--- config.mk ---
export PLATFORM = sky130hd
export DESIGN_NAME = dmem_arbiter
export DESIGN_NICKNAME = d
export VERILOG_FILES = /design/src/rtl/dmem_arbiter.sv
export SDC_FILE = /design/constraint.sdc
export NUM_CORES = 1
export LEC_CHECK = 0
export ABC_AREA = 1
export BUFFER_PORTS_ARGS = -buffer_cell sky130_fd_sc_hd__buf_2
export CAP_MARGIN = 20
export CELL_PAD_IN_SITES_DETAIL_PLACEMENT = 0
export CELL_PAD_IN_SITES_GLOBAL_PLACEMENT = 1
export CORE_MARGIN = 8
export CORE_UTILIZATION = 31
export CTS_CLUSTER_SIZE = 40
export DETAILED_ROUTE_END_ITERATION = 7
export HOLD_SLACK_MARGIN = 0.06
export PLACE_DENSITY_LB_ADDON = 0.05
export REMOVE_ABC_BUFFERS = 1
export SLEW_MARGIN = 20
export SYNTH_ARGS = -nofsm -noshare
export SYNTH_HDL_FRONTEND = slang
export SYNTH_SLANG_ARGS = --single-unit
--- constraint.sdc ---
create_clock -name i_clk -period 2.45 [get_ports i_clk]
set_input_delay 0.49 -clock i_clk [delete_from_list [all_inputs] [get_ports i_clk]]
set_output_delay 0.49 -clock i_clk [all_outputs]
set_load 0.02 [all_outputs]
--- src/rtl/dmem_arbiter.sv ---
// Two-port arbiter in front of the single-port data memory: core (port 0) has
// priority, loader (port 1) wins in boot mode or after MAX_WAIT consecutive losses.
module dmem_arbiter #(
  parameter int unsigned DEPTH    = 32,
  parameter int unsigned MAX_WAIT = 4
) (
  input  logic        i_clk,
  input  logic        i_rst_n,
  input  logic        i_req0,
  input  logic        i_we0,
  input  logic [31:0] i_addr0,
  input  logic [31:0] i_wdata0,
  output logic        o_gnt0,
  output logic        o_rvalid0,
  output logic        o_err0,
  input  logic        i_req1,
  input  logic        i_we1,
  input  logic [31:0] i_addr1,
  input  logic [31:0] i_wdata1,
  output logic        o_gnt1,
  output logic        o_rvalid1,
  output logic        o_err1,
  input  logic        i_prio_loader,
  output logic [31:0] o_rdata,
  output logic        o_core_stall,
  output logic        o_mem_we,
  output logic        o_mem_re,
  output logic [31:0] o_mem_addr,
  output logic [31:0] o_mem_wdata,
  input  logic [31:0] i_mem_rdata
);

  localparam int unsigned WAIT_W = 4;

  logic [WAIT_W-1:0] wait_cnt;
  logic              forced;
  logic              gnt0_c;
  logic              gnt1_c;
  logic              xfer;
  logic              sel_we;
  logic [31:0]       sel_addr;
  logic [31:0]       sel_wdata;
  logic              in_range;
  logic              cmd_port;
  logic              cmd_oor;
  logic              cmd_rd;

  // Grant decision; held low during reset so every output reads 0.
  always_comb begin
    forced = (wait_cnt == WAIT_W'(MAX_WAIT));
    gnt1_c = i_rst_n & i_req1 & (~i_req0 | i_prio_loader | forced);
    gnt0_c = i_rst_n & i_req0 & ~gnt1_c;
    xfer   = gnt0_c | gnt1_c;
    sel_we    = gnt1_c ? i_we1    : i_we0;
    sel_addr  = gnt1_c ? i_addr1  : i_addr0;
    sel_wdata = gnt1_c ? i_wdata1 : i_wdata0;
    in_range  = (sel_addr < 32'(DEPTH));
  end

  assign o_gnt0       = gnt0_c;
  assign o_gnt1       = gnt1_c;
  assign o_core_stall = i_rst_n & i_req0 & ~gnt0_c;

  // Consecutive losses of a pending loader request, saturating at MAX_WAIT.
  always_ff @(posedge i_clk or negedge i_rst_n) begin
    if (!i_rst_n) begin
      wait_cnt <= '0;
    end else if (i_req1 & gnt0_c) begin
      if (!forced) wait_cnt <= wait_cnt + WAIT_W'(1);
    end else begin
      wait_cnt <= '0;
    end
  end

  // Command register (access cycle) followed by the response stage.
  always_ff @(posedge i_clk or negedge i_rst_n) begin
    if (!i_rst_n) begin
      o_mem_we    <= 1'b0;
      o_mem_re    <= 1'b0;
      o_mem_addr  <= '0;
      o_mem_wdata <= '0;
      cmd_port    <= 1'b0;
      cmd_oor     <= 1'b0;
      cmd_rd      <= 1'b0;
      o_rvalid0   <= 1'b0;
      o_rvalid1   <= 1'b0;
      o_err0      <= 1'b0;
      o_err1      <= 1'b0;
      o_rdata     <= '0;
    end else begin
      o_mem_we <= xfer & sel_we & in_range;
      o_mem_re <= xfer & ~sel_we & in_range;
      if (xfer) begin
        o_mem_addr  <= sel_addr;
        o_mem_wdata <= sel_wdata;
        cmd_port    <= gnt1_c;
      end
      cmd_oor <= xfer & ~in_range;
      cmd_rd  <= xfer & ~sel_we;

      o_rvalid0 <= o_mem_re & ~cmd_port;
      o_rvalid1 <= o_mem_re & cmd_port;
      o_err0    <= cmd_oor & ~cmd_port;
      o_err1    <= cmd_oor & cmd_port;
      if (o_mem_re) begin
        o_rdata <= i_mem_rdata;
      end else if (cmd_oor & cmd_rd) begin
        o_rdata <= '0;
      end
    end
  end

endmodule

==> Yosys cells after proc, flatten, opt, wreduce, memory -nomap -nowiden <==
Cells that the tools add are included.
{ "totals": {"ff_bits": 109, "elab_cells": 50} }
{ "op_classes": {"addsub": 1, "magnitude_cmp": 1, "n_eq_ne": 2, "muxes": 7, "bitwise_logic": 25, "n_reduce_logical": 1} }
{ "op_table": {"columns": ["cell", "count"], "rows": [
  ["2-to-1 mux 32 bit", 4],
  ["less-than comparator 32 x 6 -> 1 bit (second input constant)", 1],
  ["bitwise AND 1 bit", 16],
  ["2-to-1 mux 4 bit", 2],
  ["NOT 1 bit", 6],
  ["adder 4 x 1 -> 4 bit (second input constant)", 1],
  ["equality test 4 x 3 -> 1 bit (second input constant)", 1],
  ["OR 1 bit", 3],
  ["inequality test 2 bit (second input constant)", 1],
  ["nonzero test 2 bit", 1],
  ["2-to-1 mux 1 bit", 1]
]} }

==> Depth between registers and ports, before layout <==
{ "logic_depth": {"depth_word": 9, "depth_mapped": 16, "mapped_depth_nobuf": 14} }

==> Least setup slack after synthesis <==
Ideal clock, no wire load.
{ "synth_timing": {"path_type": "reg-to-output", "start": "reg wait_cnt[0]", "end": "out o_core_stall", "arrival_time_ps": 1697, "path_slack_ps": 263, "path_stages_with_launch": 11, "cell_sequence": "dfrtp_1 > inv_1 > ha_1 > nand3_2 > nand2_4 > nand2_4 > buf_6 > buf_6 > buf_4 > buf_4 > nor2_1"} }
{ "synth_via": {"elab_chain_cells": 7} }
{ "synth_rtl": {"columns": ["item", "line_no", "rtl"], "rows": [
  ["from (decl)", "35", "logic [WAIT_W-1:0] wait_cnt;"],
  ["from (signal assigned)", "69", "if (!forced) wait_cnt <= wait_cnt + WAIT_W'(1);"],
  ["equality test 4 x 3 -> 1 bit", "50", "forced = (wait_cnt == WAIT_W'(MAX_WAIT));"],
  ["OR 1 bit", "51", "gnt1_c = i_rst_n & i_req1 & (~i_req0 | i_prio_loader | forced);"],
  ["bitwise AND 1 bit", "51", null],
  ["NOT 1 bit", "52", "gnt0_c = i_rst_n & i_req0 & ~gnt1_c;"],
  ["bitwise AND 1 bit", "52", null],
  ["NOT 1 bit", "62", "assign o_core_stall = i_rst_n & i_req0 & ~gnt0_c;"],
  ["bitwise AND 1 bit", "62", null],
  ["to (decl)", "25", "output logic o_core_stall,"]
]} }
No other way between the ends.

==> Final worst setup path <==
{ "layout_timing": {"start": "reg wait_cnt[0]", "end": "out o_gnt1"} }
{ "layout_via": {"elab_chain_cells": 3} }
{ "layout_rtl": {"columns": ["item", "line_no", "rtl"], "rows": [
  ["equality test 4 x 3 -> 1 bit", "50", null],
  ["OR 1 bit", "51", null],
  ["bitwise AND 1 bit", "51", null],
  ["to (decl)", "20", "output logic o_gnt1,"]
]} }
No other way between the ends.

==> impl_metrics.csv <==
group,metric,value,unit
pwr,p_switching,1.500,mW
pwr,p_total,4.814,mW
route,drc_errors,0,
clock_network,hold_buffers,0,
global_routing,overflow,0,
critical_path,r2r_start,"wait_cnt[0]",
route,detail-route-antenna-nets,0,
pwr,clkPwrFrac,33.5,%
pwr,combPwrFrac,22.6,%
sta,fin_crit,2346,ps
floorplan,start_util,31.44,%
pwr,intPower,3.314,mW
global_routing,grt_use_total,17.61,%
critical_path,r2r-end,"o_mem_we",
route,drt_iter0_drc,315,
yosys,ys.warnings.count,0,
sta,finalHoldViolCount,0,
placed_design,io_buffers,271,
clock_network,cts_resized,3,
yosys,avgSynthCellArea,7.855,µm²
global_routing,grt_pass1_vias,5224,
yosys,yosysSeqAreaShare,52.70,%
sta,slew_headroom,42.97,%
floorplan,dieArea,21090,µm²
sta,tightest_slew,855.4,ps
critical_path,worstSetupEndpointType,"output pin",
cells_and_area,nNetsFinal,1084,
yosys,syn_area,5176,µm²
sta,final_max_slew_viol_count,0,
clock_network,cts_buffers,9,
cells_and_area,areaGrowthSynthToFinish,36.43,%
pwr,power_frac_seq,43.8,%
floorplan,fp.dieH,145.2,µm
min_path,hold_end,"o_rdata[27]",
job,cap_violations,0,
cells_and_area,final_cells,1141,
route,finalWirelength,18940,µm
critical_path,startpoint_type,"flop",
sta,whs,342.2,ps
yosys,ys_ff_latch,109,
min_path,hold_start,"i_mem_rdata[27]",
pwr,vdd_drop_max,0.0003049,V
route,vias_per_cell,4.596,
status,status,"finished clean",
sta,fmax,0.4262,GHz
critical_path,cp_max_fo,22,
clock_network,clock_sinks,109,
floorplan,rows,47,
placed_design,gp_congestion,0.8157,
clock_network,htreeDepth,3,
critical_path,ff2ff_path_depth,14,
placed_design,dp_cells,1124,
route,wl_per_cell,16.60,µm
pwr,p_leak,4.007,nW
clock_network,clock_latency,350,ps
placed_design,placed_area,6716,µm²
pwr,switching_share,31.16,%
route,drt-pass1-iter-count,5,
clock_network,cts.path.max_buffers,2,
floorplan,core_region_area,16470,µm²
cells_and_area,postLayoutCoreUtil,42.89,%
critical_path,r2r_slack,350,ps
global_routing,grt_max_degree,64,
critical_path,cp.arrival,1860,ps
floorplan,die_w,145.2,µm
clock_network,root_buffer,"clkbuf_16",
cells_and_area,drive_gt1_share,34.02,%
sta,finClkSkew,8.311,ps
cells_and_area,final_common_cell,"buf_2",
sta,fin_crit_sh,95.77,%
min_path,holdCritPathClass,"input port to flop",
placed_design,dp_hpwl,14340,µm
critical_path,worstPathRequired,1960,ps
yosys,synth_cell_types,25,
min_path,worstHoldPathCells,3,
cells_and_area,design_area,7062,µm²
floorplan,ios,272,
clock_network,path_clk_slew,80,ps
route,vias,5244,
critical_path,worstSetupPathType,"flop to output pin",
clock_network,cts_setup_buffers,0,
global_routing,grt_first_pass_wirelength,29820,µm
yosys,syn_inst,659,
global_routing,antenna_found_initial,3,
clock_network,tritoncts,"built",
sta,setup-violations-final,0,
cells_and_area,final_cell_mix,"buf_2 (270), nand2_1 (218), dfrtp_1 (109)",
pwr,p_per_area,681.7,nW/µm²
-- worst max path at each step --
| stage | slack, ps | startpoint | end |
|---|---|---|---|
| 4_1_cts | 40 | wait_cnt[0] | o_core_stall |
| 2_1_floorplan | -2520 | wait_cnt[0] | o_mem_addr[10] |
| 3_3_place_gp | 180 | i_prio_loader | o_mem_we |
| 6_report | 100 | wait_cnt[0] | o_gnt1 |
| 5_1_grt | -2 | wait_cnt[0] | o_gnt1 |
| 3_5_place_dp | 90 | i_req0 | o_mem_we |
-- per-stage QoR --
stage | setup WS (ps) | setup TNS [ps]
2_1_floorplan | -2519 | -160300
3_3_place_gp | 183.6 | 0
3_5_place_dp | 93.26 | 0
4_1_cts | 42.18 | 0
5_1_grt | -2.156 | -2.156
6_report | 103.6 | 0
-- cell usage after synthesis --
library cell  number  share of area [%]
a21oi_1           37                3.6
buf_1              4               0.29
buf_2             12                1.2
buf_4              3               0.44
buf_6              3               0.65
buf_8              1               0.29
clkbuf_1          18                1.3
dfrtp_1          109                 53
ha_1               2               0.48
inv_1             41                3.0
inv_2              2               0.15
nand2_1          218                 16
nand2_4            2               0.44
nand3_1           45                4.4
nand3_2            1               0.19
nand3b_1          16                2.3
nand4_1            1               0.12
nor2_1            66                4.8
nor2_2             1               0.12
o21ai_0           66                6.4
o21ai_1            4               0.39
o21ai_2            3               0.51
or2_2              2               0.24
xnor2_1            1               0.17
xor2_1             1               0.17
-- power groups by stage --
stage | clock, mW | combinational [mW] | sequential [mW]
floorplan | 0 | 0.322 | 2.39
global placement | 0 | 1.11 | 2.14
detailed placement | 0 | 1.11 | 2.14
CTS | 1.67 | 1.11 | 2.11
global route | 1.74 | 1.21 | 2.14
finish | 1.61 | 1.09 | 2.11
-- layer usage --
layer  vias to the layer above  GRT usage [%]  wire [µm]
li1                       2601              -          -
met1                      2395          22.68       8368
met2                       216          27.48       8768
met3                        28          5.504       1407
met4                         4          6.039        374
met5                         -              0         23
-- registers in the layout, indices dropped and copies added, names as in the netlist --
| name | flops |
|---|---|
| o_mem_re | 1 |
| cmd_port | 1 |
| o_rdata | 32 |
| o_mem_addr | 32 |
| wait_cnt | 4 |
| o_err0 | 1 |
| o_rvalid0 | 1 |
| o_rvalid1 | 1 |
| o_mem_wdata | 32 |
| o_err1 | 1 |
| cmd_oor | 1 |
| o_mem_we | 1 |
| cmd_rd | 1 |
-- area by class of cell --
| cell class | count | area, µm² |
|---|---|---|
| Inverter | 43 | 163.9 |
| Clock inverter | 5 | 82.58 |
| Fill cell | 1759 | 9404 |
| Timing Repair Buffer | 286 | 1486 |
| Clock buffer | 11 | 242.7 |
| Antenna cell | 1 | 2.502 |
| Multi-Input combinational cell | 466 | 2081 |
| Sequential cell | 109 | 2728 |
| Tap cell | 220 | 275.3 |
-- worst max-delay path, stage by stage (launching register included) --
cell,delay [ps]
dfrtp_1,420
inv_1,80
ha_1,150
nand3_2,90
nand2_4,80
nand2_4,60
inv_4,200
buf_8,220
buf_2,190
-- logic make-up after synthesis --
logic type | after synthesis | share of synthesized area, %
flops | 109 | 52.70
xor+xnor | 2 | 0.3385
simple gates | 352 | 28.38
buf+inv | 84 | 7.251
fa+ha+maj | 2 | 0.4834
compound gates | 110 | 10.85
No activity file was read; power rests on OpenSTA's default activity.
